[config.mk]
export PLATFORM = sky130hd
export DESIGN_NAME = vram_arbiter
export DESIGN_NICKNAME = d
export VERILOG_FILES = /design/src/rtl/vram_pkg.sv /design/src/rtl/vram_phase_timer.sv /design/src/rtl/vram_arbiter.sv
export SDC_FILE = /design/constraint.sdc
export NUM_CORES = 1
export LEC_CHECK = 0
export BUFFER_PORTS_ARGS = -buffer_cell sky130_fd_sc_hd__buf_2
export CAP_MARGIN = 5
export CORE_AREA = 5 5 87 89
export CTS_BUF_LIST = sky130_fd_sc_hd__clkbuf_8
export CTS_CLUSTER_DIAMETER = 40
export DETAILED_ROUTE_END_ITERATION = 7
export DIE_AREA = 0 0 92 94
export HOLD_SLACK_MARGIN = 0.15
export PLACE_DENSITY = 0.75
export SETUP_SLACK_MARGIN = 0.2
export SYNTH_ARGS = -nofsm -noshare
export SYNTH_HDL_FRONTEND = slang
export SYNTH_SLANG_ARGS = --single-unit
[constraint.sdc]
create_clock -name PixClock -period 1.55 [get_ports PixClock]
set_input_delay 0 -clock PixClock [delete_from_list [all_inputs] [get_ports PixClock]]
set_output_delay 0 -clock PixClock [all_outputs]
set_load 0.02 [all_outputs]
[src/rtl/vram_pkg.sv]
// Shared constants for the VRAM arbiter: default widths, FSM state encoding and reset values.
`timescale 1ns/1ps
package vram_pkg;

  localparam int VRAM_AW = 14;
  localparam int VRAM_DW = 8;

  localparam logic [2:0] ST_IDLE   = 3'd0;
  localparam logic [2:0] ST_V_ADDR = 3'd1;
  localparam logic [2:0] ST_V_CAP  = 3'd2;
  localparam logic [2:0] ST_C_ADDR = 3'd3;
  localparam logic [2:0] ST_C_CAP  = 3'd4;

  localparam logic        STROBE_RST    = 1'b0;
  localparam logic [15:0] DEFER_CNT_RST = 16'h0000;
  localparam logic [15:0] DEFER_CNT_MAX = 16'hFFFF;

endpackage

[src/rtl/vram_phase_timer.sv]
// Tracks PixClock cycles since the last scanout request and opens the CPU window
// only while a 3-cycle CPU access cannot collide with the next fetch (GUARD >= 3).
`timescale 1ns/1ps
module vram_phase_timer #(
  parameter int VPERIOD = 16,
  parameter int GUARD   = 4
) (
  input  logic clk,
  input  logic rst,
  input  logic vreq,
  output logic cpu_window
);

  localparam int PW = (VPERIOD > 2) ? $clog2(VPERIOD) : 1;
  localparam logic [PW-1:0] PHASE_MAX = PW'(VPERIOD - 1);
  localparam logic [PW-1:0] WIN_END   = PW'(VPERIOD - GUARD);

  logic [PW-1:0] phase_q, phase_d;

  always_comb begin
    phase_d = phase_q;
    if (vreq) begin
      phase_d = '0;
    end else if (phase_q != PHASE_MAX) begin
      phase_d = phase_q + PW'(1);
    end
  end

  always_ff @(posedge clk) begin
    if (rst) begin
      phase_q <= '0;
    end else begin
      phase_q <= phase_d;
    end
  end

  assign cpu_window = (phase_q < WIN_END);

endmodule

[src/rtl/vram_arbiter.sv]
// Single-port VRAM arbiter: scanout fetches always win, CPU accesses fill the safe slots.
// Define VRAM_ARB_STATS_EN to build the saturating scanout deferral counter on DEFER_CNT.
`timescale 1ns/1ps
module vram_arbiter
  import vram_pkg::*;
#(
  parameter int AW      = VRAM_AW,
  parameter int DW      = VRAM_DW,
  parameter int VPERIOD = 16,
  parameter int GUARD   = 4
) (
  input  logic          PixClock,
  input  logic          Reset,
  input  logic          VREQ,
  input  logic [AW-1:0] VADDR,
  output logic [DW-1:0] VDATA,
  output logic          VVALID,
  input  logic          CREQ,
  input  logic          CWE,
  input  logic [AW-1:0] CADDR,
  input  logic [DW-1:0] CWDATA,
  output logic [DW-1:0] CRDATA,
  output logic          CACK,
  output logic [AW-1:0] RAM_ADDR,
  output logic [DW-1:0] RAM_DO,
  output logic          RAM_WE,
  input  logic [DW-1:0] RAM_DI,
  output logic [15:0]   DEFER_CNT
);

  logic [2:0]    state_q, state_d;
  logic          vpend_q, vpend_d;
  logic [AW-1:0] vpend_addr_q, vpend_addr_d;
  logic [AW-1:0] ram_addr_q, ram_addr_d;
  logic [DW-1:0] ram_do_q, ram_do_d;
  logic          ram_we_q, ram_we_d;
  logic [DW-1:0] vdata_q, vdata_d;
  logic          vvalid_q, vvalid_d;
  logic [DW-1:0] crdata_q, crdata_d;
  logic          cack_q, cack_d;
  logic          cpu_rd_q, cpu_rd_d;
  logic          cpu_window;
  logic          vreq_deferred;

  vram_phase_timer #(
    .VPERIOD (VPERIOD),
    .GUARD   (GUARD)
  ) u_phase_timer (
    .clk        (PixClock),
    .rst        (Reset),
    .vreq       (VREQ),
    .cpu_window (cpu_window)
  );

  assign vreq_deferred = VREQ && (state_q != ST_IDLE);

  // A fetch that lands mid-access is parked in vpend; the newest address replaces an older one.
  always_comb begin
    state_d      = state_q;
    vpend_d      = vpend_q;
    vpend_addr_d = vpend_addr_q;
    ram_addr_d   = ram_addr_q;
    ram_do_d     = ram_do_q;
    ram_we_d     = 1'b0;
    vdata_d      = vdata_q;
    vvalid_d     = 1'b0;
    crdata_d     = crdata_q;
    cack_d       = 1'b0;
    cpu_rd_d     = cpu_rd_q;

    if (vreq_deferred) begin
      vpend_d      = 1'b1;
      vpend_addr_d = VADDR;
    end

    case (state_q)
      ST_IDLE: begin
        if (VREQ || vpend_q) begin
          state_d    = ST_V_ADDR;
          ram_addr_d = VREQ ? VADDR : vpend_addr_q;
          vpend_d    = 1'b0;
        end else if (CREQ && cpu_window && !cack_q) begin
          // cack_q blocks a re-grant while the bridge is still lowering CREQ.
          state_d    = ST_C_ADDR;
          ram_addr_d = CADDR;
          ram_do_d   = CWDATA;
          ram_we_d   = CWE;
          cpu_rd_d   = !CWE;
        end
      end
      ST_V_ADDR: begin
        state_d = ST_V_CAP;
      end
      ST_V_CAP: begin
        vdata_d  = RAM_DI;
        vvalid_d = 1'b1;
        state_d  = ST_IDLE;
      end
      ST_C_ADDR: begin
        state_d = ST_C_CAP;
      end
      ST_C_CAP: begin
        cack_d = 1'b1;
        if (cpu_rd_q) begin
          crdata_d = RAM_DI;
        end
        state_d = ST_IDLE;
      end
      default: begin
        state_d = ST_IDLE;
      end
    endcase
  end

  always_ff @(posedge PixClock) begin
    if (Reset) begin
      state_q      <= ST_IDLE;
      vpend_q      <= 1'b0;
      vpend_addr_q <= '0;
      ram_addr_q   <= '0;
      ram_do_q     <= '0;
      ram_we_q     <= STROBE_RST;
      vdata_q      <= '0;
      vvalid_q     <= STROBE_RST;
      crdata_q     <= '0;
      cack_q       <= STROBE_RST;
      cpu_rd_q     <= 1'b0;
    end else begin
      state_q      <= state_d;
      vpend_q      <= vpend_d;
      vpend_addr_q <= vpend_addr_d;
      ram_addr_q   <= ram_addr_d;
      ram_do_q     <= ram_do_d;
      ram_we_q     <= ram_we_d;
      vdata_q      <= vdata_d;
      vvalid_q     <= vvalid_d;
      crdata_q     <= crdata_d;
      cack_q       <= cack_d;
      cpu_rd_q     <= cpu_rd_d;
    end
  end

  assign RAM_ADDR = ram_addr_q;
  assign RAM_DO   = ram_do_q;
  assign RAM_WE   = ram_we_q;
  assign VDATA    = vdata_q;
  assign VVALID   = vvalid_q;
  assign CRDATA   = crdata_q;
  assign CACK     = cack_q;

`ifdef VRAM_ARB_STATS_EN
  logic [15:0] defer_cnt_q, defer_cnt_d;

  always_comb begin
    defer_cnt_d = defer_cnt_q;
    if (vreq_deferred && (defer_cnt_q != DEFER_CNT_MAX)) begin
      defer_cnt_d = defer_cnt_q + 16'd1;
    end
  end

  always_ff @(posedge PixClock) begin
    if (Reset) begin
      defer_cnt_q <= DEFER_CNT_RST;
    end else begin
      defer_cnt_q <= defer_cnt_d;
    end
  end

  assign DEFER_CNT = defer_cnt_q;
`else
  assign DEFER_CNT = DEFER_CNT_RST;
`endif

endmodule

# Yosys cells after proc, flatten, opt, wreduce, memory -nomap -nowiden
# Cells that the tools add are included.
word_totals:
  wordCells: 48
  input_bits: 49
  mem_bits_rw: 0
  rom_bits: 0
  latchBits: 0
  n_memories: 0
  register_bits: 64
classes:
  muxes: 11
  mul: 0
  n_shift: 0
  order_cmp: 1
  div_mod_pow: 0
  eq_ne: 6
  n_bitwise: 3
  addsub: 1
  reduce_logical: 14
op_table:
  columns: ["op", "count"]
  rows:
  - ["two-way mux 14 bit", 3]
  - ["case mux 3 bit (3 select lines)", 1]
  - ["equality test 3 x 2 -> 1 bit (second input constant)", 2]
  - ["two-way mux 3 bit", 2]
  - ["two-way mux 1 bit", 5]
  - ["adder 4 x 1 -> 4 bit (second input constant)", 1]
  - ["less-than comparator 4 bit (second input constant)", 1]
  - ["!= test 4 bit (second input constant)", 1]
  - ["AND reduction 2 bit", 2]
  - ["OR reduction 4 bit", 1]
  - ["equality test 3 x 1 -> 1 bit (second input constant)", 1]
  - ["equality test 3 bit (second input constant)", 1]
  - ["logical AND 1 bit", 3]
  - ["logical NOT 3 bit", 1]
  - ["!= test 3 bit (second input constant)", 1]
  - ["inverter 1 bit", 3]
  - ["AND reduction 3 bit", 1]
  - ["nonzero test 3 bit", 1]
  - ["logical NOT 1 bit", 2]
  - ["nonzero test 2 bit", 1]
  - ["OR reduction 2 bit", 1]
  - ["logical OR 1 bit", 1]

# Depth between registers and ports, before layout
# Gate-level depths: netlist of run 1.
depth:
  word_depth: 6
  mapped_depth: 7

# By module
# Synthesis of run 1 repeated with hierarchy kept, for this count alone.
unflattened:
  cells_unflattened: 315
  hier_area_um2: 2944.1
modules_own_cells:
  columns: ["mod", "area_each_um2", "n_inst", "seq_area_each_um2", "cells_each"]
  rows:
  - ["vram_arbiter", 2740.1, 1, 1201.2, 295]
  - ["vram_phase_timer", 203.9, 1, 80.1, 20]

# Worst setup path before layout of run 1
# No wires, ideal clock.
synth_timing:
  path_kind: "register to register"
  startpoint: "register state_q[0]"
  endpoint: "register vpend_addr_q[2]"
  n_path_buf: 2
  required_time_ns: 1.418
  setup_ns: 0.132
  stages_incl_launch_ff: 7
  period_less_slack_ns: 1.394
  arrival_ns: 1.262
  slack_ns: 0.156
  path_cell_list: "dfxtp_1 -> or3_1 -> buf_2 -> and2_4 -> buf_2 -> nand2_1 -> a21oi_1"
synth_between:
  elab_chain_cells: 2
synth_rtl:
  columns: ["item", "line", "text"]
  rows:
  - ["from (decl)", "vram_arbiter.sv:31", "logic [2:0] state_q, state_d;"]
  - ["from (signal assigned)", "vram_arbiter.sv:129", "state_q <= state_d;"]
  - ["nonzero test 3 bit", "vram_arbiter.sv:55", "assign vreq_deferred = VREQ && (state_q != ST_IDLE);"]
  - ["logical AND 1 bit", "vram_arbiter.sv:55", null]
  - ["to (signal assigned)", "vram_arbiter.sv:131", "vpend_addr_q <= vpend_addr_d;"]
  - ["to (decl)", "vram_arbiter.sv:33", "logic [AW-1:0] vpend_addr_q, vpend_addr_d;"]
# Every way passes these cells.
# A chain may end at the register's enable or synchronous reset.

# Worst setup path after layout of run 1
layout_timing:
  startpoint: "register state_q[1]"
  endpoint: "register ram_addr_q[4] (netlist: RAM_ADDR[4])"
layout_between:
  elab_chain_cells: 2
layout_rtl:
  columns: ["item", "line", "text"]
  rows:
  - ["logical NOT 3 bit", "vram_arbiter.sv:76", "case (state_q)"]
  - ["AND reduction 2 bit (no line)", null, null]
  - ["to (signal assigned)", "vram_arbiter.sv:132", "ram_addr_q <= ram_addr_d;"]
  - ["to (decl)", "vram_arbiter.sv:34", "logic [AW-1:0] ram_addr_q, ram_addr_d;"]
# Every way passes these cells.

==> metrics, run 1 <==
TritonCTS Buffers=9; maximum fanout along the worst path=20; Critical Path End Type=flip-flop; die area=approximately 8600 um2; top_reg_cell synth=dfxtp_1; Synth async-reset ratio=0; routability congestion estimate=0.835; Cell Rows=30; Synth top area share=0.436; Least-Margin Pin Slew=around 0.9 ns; # nets final=508; synth unique cells=30; IO buf count=89; Yosys warning count=0; Vias=2751; layout cell share with drive strength beyond 1=0.341; Root Buffer=clkbuf_8; Final period util=0.905; Seq/Total Area, Yosys=0.436; max-cap viol count=0; DPL Wire Length=5340 um; io pins=106; Post-synth EDFFs=0; TritonCTS clock tree=built; synthesized flop and latch total=64; initial antenna violation count=0; Data arrival, critical path=1.59 ns; RSZ-0062 raised after global routing=true; Total Power=between 4 and 5 mW; Gate Count Post-Synth=approximately 330; Hold Path Class=in2reg; Detailed Route Iter0 Violations=96; critical path class=reg2reg; clock skew=between 0.007 and 0.008 ns; total routed wirelength=just over 8000 um; max_slew headroom=0.391; Post-DP Area=between 3000 and 4000 um2; Setup-failing EPs final=0; Starting Density=0.440; vias per cell=5.07; clk slew on worst S/H paths=~0.07 ns; max-slew violations=0; maximum clock insertion buffer count=2; Synth top cells by count=dfxtp_1, nand2_1, a21oi_1, nor2_1, mux2i_1; P per Cell Area=1030 nW/um2; Syn-to-layout area delta=41.4%; drt drc=0; routed wire length per instance=roughly 15 um; most frequent cell after synthesis=dfxtp_1; DR pass1 iterations=5; crit start category=flip-flop; Total GRT Usage=0.192; Die Ht=~94 um; Yosys top cell by area=dfxtp_1; Synth area leaders=dfxtp_1, mux2i_1, o41ai_2; status=complete, no violations; maximum operating frequency=713 MHz; clk sinks=64; final instance area=about 4200 um2; Post-Syn Area per Cell=between 8 and 9 um2; CP peak stage delay=approximately 0.44 ns; total grt overflow=0; largest net degree at the start of global routing=41; Req. time, crit path=1.74 ns; CTS H-tree depth=3; Die W=92 um; maximum VDD drop=a little over 700 uV; # diodes=0; core area=approximately 6700 um2; crit-path cells=or3_4 > buf_12 > o21ai_1 > o41ai_2; final worst path period need=1.40 ns; Fin. Hold Viols=0; Antenna Nets Post-Route=0; Mapped Area=approximately 2900 um2; first-pass GRT wire length=around 13000 um; vias in the first global route=2800; setup_tns=0 ns; Clock Latency Late Sink=about 0.34 ns; FILL cells=between 500 and 600; slowest CP cell=or3_4; leakage power total=about 1.9 nW
-- critical path, delay by kind of cell (launching register included) --
family,cells,cell delay [ns]
flops,1,0.35
buf+inv,1,0.19
simple gates,1,0.44
compound gates,2,0.27
-- power breakdown --
part	switching (mW)	leakage [nW]	total (mW)	internal (mW)
registers	0.0583	0.523	1.81	1.75
clock network	0.665	0.107	1.57	0.907
logic	0.529	1.24	0.921	0.392
-- registers in the layout, summed over array words and instances, names as in the netlist --
| register | flops |
|---|---|
| RAM_ADDR | 14 |
| vpend_addr_q | 14 |
| CRDATA | 8 |
| RAM_DO | 8 |
| VDATA | 8 |
| u_phase_timer.phase_q | 4 |
| state_q | 3 |
| CACK | 1 |
| RAM_WE | 1 |
| VVALID | 1 |
| cpu_rd_q | 1 |
| vpend_q | 1 |
-- layout by cell type, fill, tap and decap left out, types with 5 or more instances in the layout --
cell | netlist | final
mux2i_1 | 31 | 31
dlygate4sd3_1 | 0 | 37
nor2_1 | 37 | 37
buf_4 | 20 | 12
a21oi_1 | 37 | 36
buf_2 | 7 | 89
conb_1 | 1 | 16
o41ai_2 | 14 | 11
nand2_1 | 49 | 49
clkbuf_8 | 0 | 9
nor2b_1 | 16 | 15
nor3_1 | 6 | 5
o21ai_2 | 0 | 7
dfxtp_1 | 64 | 62
-- per-stage QoR --
stage / hold WS, ns / worst slack [ns] / std cells / util
2_1_floorplan: 0.136 / 0.203 / 346 / -
3_3_place_gp: 0.227 / 0.163 / 488 / 0.509
3_5_place_dp: 0.242 / 0.105 / 488 / 0.509
4_1_cts: 0.152 / 0.200 / 541 / 0.603
5_1_grt: 0.206 / 0.0713 / 543 / 0.623
6_report: 0.171 / 0.148 / 543 / 0.623
-- final cells by class --
| cell class | count | area, um2 | share of cell area |
|---|---|---|---|
| clock buffer | 9 | 124 | 0.0298 |
| tap | 80 | 100 | 0.0241 |
| sequential | 64 | 1290 | 0.309 |
| multi-input combinational | 240 | 1580 | 0.380 |
| clock inverter | 7 | 96.3 | 0.0232 |
| timing repair buffer | 143 | 971 | 0.233 |
-- per-layer routing --
layer,up-vias,track usage,share of wire
met5,-,0,0
met4,0,0.0495,0.012
met3,10,0.0785,0.086
met2,108,0.352,0.51
met1,1283,0.204,0.39
li1,1350,-,-
-- cells by family (layout without fill, tap and decap cells) --
logic type | Yosys count | after routing | share of synthesized area
simple gates | 123 | 123 | 0.188
compound gates | 68 | 68 | 0.173
flops | 64 | 64 | 0.436
buf+inv | 42 | 159 | 0.0897
mux | 31 | 31 | 0.105
fa+ha+maj | 1 | 1 | 0.00425
other cells | 1 | 16 | 0.00127
xor+xnor | 1 | 1 | 0.00298
-- worst paths after layout --
check                                                    from                            end  slack (ns)  cells past startpoint
worst max-delay path                  state_q[1]$_SDFFE_PP0P_       RAM_ADDR[4]$_SDFFE_PP0P_        0.15                      4
worst min register to register  vpend_addr_q[11]$_SDFFE_PP0P_  vpend_addr_q[11]$_SDFFE_PP0P_        0.45                      2
worst min-delay path                                CADDR[13]      RAM_ADDR[13]$_SDFFE_PP0P_        0.17                      5
worst max register to register        state_q[1]$_SDFFE_PP0P_       RAM_ADDR[4]$_SDFFE_PP0P_        0.15                      4
-- what timing repair did --
| action | 4_1_cts | 5_1_grt |
|---|---|---|
| buffers inserted | 0 | 2 |
| endpoints found under the setup margin | 25 | 43 |
| resized for setup | 10 | 22 |
| pin swaps | 1 | 3 |
| endpoints found under the hold margin | 55 | 0 |
| hold buffers | 37 | 0 |
Note: power is estimated with default switching activity, not from simulation.
==> run 2: changes to the inputs <==
--- a/config.mk
+++ b/config.mk
@@ -12,7 +12,9 @@
 export CTS_CLUSTER_DIAMETER = 40
 export DETAILED_ROUTE_END_ITERATION = 7
 export DIE_AREA = 0 0 92 94
+export GPL_TIMING_DRIVEN = 0
 export HOLD_SLACK_MARGIN = 0.15
+export MAX_ROUTING_LAYER = met4
 export PLACE_DENSITY = 0.75
 export SETUP_SLACK_MARGIN = 0.2
 export SYNTH_ARGS = -nofsm -noshare
==> run 2 against run 1 <==
Largest cell class unchanged; total power up 1.1%; largest power group unchanged; sequential share of layout area shrank 2.5 points; register-to-register slack worse by 0.03 ns; utilization grew 5.8 points; critical path depth grew 2; via count rose by 6.1%; count of clock-buffer cells in the layout unchanged; combinational power is 18% higher; worst hold slack worse by 0.013 ns; highest routed layer unchanged; routed wire length increased by 12%.
==> metrics, run 2 (synthesis gave the netlist of run 1 again) <==
die area=8650 um2 (unchanged); power share of the clock group=0.334 (-0.032); Req. time, crit path=1.76 ns (+0.02 ns); setup_tns=0 ns (unchanged); largest net degree at the start of global routing=13 (-68%); maximum fanout along the worst path=6 (-70%); CP peak stage delay=0.38 ns (-0.06 ns); Fin. Hold Viols=0 (unchanged); Critical Path End Type=flip-flop; slowest CP cell=or3_4; clock skew=0.00900 ns (+0.00136 ns); switch share=0.314 (+0.0225); CP delay by family, top=simple AND/OR/NAND/NOR gates; io pins=106 (unchanged); final worst path period need=1.44 ns (+0.0341 ns); Antenna Nets Post-Route=0 (unchanged); final setup margin=0.114 ns (-0.0341 ns); TritonCTS clock tree=built; Detailed Route Iter0 Violations=109 (+14%); Psw=1.36 mW (+8.8%); CTS H-tree depth=3 (unchanged); first-pass GRT wire length=14100 um (+7.4%); CP Depth=6 (+2); Final period util=0.927 (+0.0220); commonest non-fill, non-tap cells in the layout=buf_2, dfxtp_1, dlygate4sd3_1, nand2_1, nor2_1; Reg2Reg Depth=6 (+2); Die Ht=94 um (unchanged); maximum VDD drop=572 uV (-19%); Setup-failing EPs final=0 (unchanged); Hold Path Class=in2reg; # nets final=548 (+7.9%); Worst Hold Path Cells=5 (unchanged); status=complete, no violations; crit-path cells=or3_4 > buf_6 > and2_4 > buf_6 > nand2_2 > a21oi_1; CP bufs+invs=2 (+1); DR pass1 iterations=4 (-1); clk slew on worst S/H paths=0.08 ns (about the same); Comb pwr share=0.251 (+0.037); max-cap viol count=0 (unchanged); Starting Density=0.440 (unchanged); total routed wirelength=9160 um (+12%); routed wire length per instance=15.7 um (+4.1%); DPL Wire Length=5580 um (+4.4%); TritonCTS Buffers=9 (unchanged); Vias=2920 (+6.1%); max_slew headroom=0.486 (+0.0948); crit start category=flip-flop; internal power=2.98 mW (-2.2%); Total GRT Usage=0.212 (+0.0203); Syn-to-layout area delta=54.7%; leading cell type in the layout, fill and taps excluded=buf_2; maximum clock insertion buffer count=2 (unchanged); total grt overflow=0 (unchanged); Root Buffer=clkbuf_8; core area=6680 um2 (unchanged); layout cell share with drive strength beyond 1=0.431 (+0.0902); P per Cell Area=955 nW/um2 (-7.6%); RSZ-0062 raised after global routing=true; routability congestion estimate=0.825 (-1.2%); drt drc=0 (unchanged); Least-Margin Pin Slew=0.771 ns (-0.142 ns); vias in the first global route=2924 (+4.4%); leakage power total=2.05 nW (+9.4%); clk sinks=64 (unchanged); Clock Latency Late Sink=0.35 ns (about the same); Data arrival, critical path=1.65 ns (+0.06 ns); pre-CTS WS=-0.0129 ns (-0.118 ns); FILL cells=513 (-4.6%); maximum operating frequency=696 MHz (-2.4%); initial antenna violation count=1 (+1); IO buf count=88 (-1.1%); Cell Rows=30 (unchanged); max-slew violations=0 (unchanged); Die W=92 um (unchanged); critical path class=reg2reg; crit-path most repeated cell=buf_6; register share of total power=0.415 (-0.005); vias per cell=5.00 (-1.3%)
[run 2: changes by cell type in the layout (fill, tap and decap cells not counted), moves of 6 or more]
cell      delta
nand2_1     -10
a21oi_2      +8
buf_6        +9
clkbuf_1     +6
buf_4       +15
nand2_2     +10
a21oi_1      -8
[run 2: layer usage]
layer  routed length [um]  up-vias  track usage
met5                    0        -            -
met1                 3840     1356        0.249
li1                     -     1442            -
met2                 4580      108        0.353
met4                  186        0       0.0903
met3                  550       14       0.0465
[run 2: area by class of cell]
type | instances | area, um2 | share of cell area
Clock buffer | 9 | 124 | 0.0272
Antenna cell | 1 | 2.50 | 0.000550
Sequential cell | 64 | 1290 | 0.284
Clock inverter | 7 | 72.6 | 0.0159
Timing Repair Buffer | 141 | 948 | 0.208
Multi-Input combinational cell | 240 | 1690 | 0.371
Tap cell | 80 | 100 | 0.0220
Buffer | 42 | 324 | 0.0712
[run 2: timing repair]
item                                    4_1_cts  5_1_grt
resized for setup                            38       50
hold endpoints to repair                     55        0
hold buffers                                 41        0
cloned                                        1        2
endpoints found under the setup margin       28       56
setup buffers                                 5        4
pin swaps                                    16       10
[run 2: worst paths after layout]
check | startpoint | to | slack [ns]
hold / removal | CADDR[2] | RAM_ADDR[2]$_SDFFE_PP0P_ | 0.16
setup / recovery | state_q[1]$_SDFFE_PP0P_ | vpend_addr_q[5]$_SDFFE_PP0P_ | 0.11
setup reg to reg | state_q[1]$_SDFFE_PP0P_ | vpend_addr_q[5]$_SDFFE_PP0P_ | 0.11
hold reg to reg | vpend_addr_q[4]$_SDFFE_PP0P_ | vpend_addr_q[4]$_SDFFE_PP0P_ | 0.46
[run 2: through the flow]
| step | cell area [um2] | utilization | hold slack, ns | instances | power (mW) |
|---|---|---|---|---|---|
| after floorplan | 3010 | - | 0.136 | 346 | 2.41 |
| after global placement | 3550 | 0.532 | 0.230 | 514 | 2.64 |
| after detailed placement | 3550 | 0.532 | 0.248 | 514 | 2.65 |
| after CTS | 4320 | 0.647 | 0.162 | 577 | 4.23 |
| after global routing | 4550 | 0.681 | 0.208 | 584 | 4.54 |
| final | 4550 | 0.681 | 0.159 | 584 | 4.34 |
[run 2: tightest hold or removal path, delay by kind of cell]
family / cells / cell delay, ns
muxes: 1 / 0.06
buffers and inverters: 1 / 0.08
AOI/OAI and AO/OA: 2 / 0.26
and+or+nand+nor: 1 / 0.09
[run 2: power groups by stage]
stage	clock network, mW	logic, mW	registers [mW]
2_1_floorplan	0	0.497	1.91
3_3_place_gp	0	0.802	1.83
3_5_place_dp	0	0.815	1.84
4_1_cts	1.47	0.971	1.80
5_1_grt	1.55	1.17	1.81
6_report	1.45	1.09	1.80
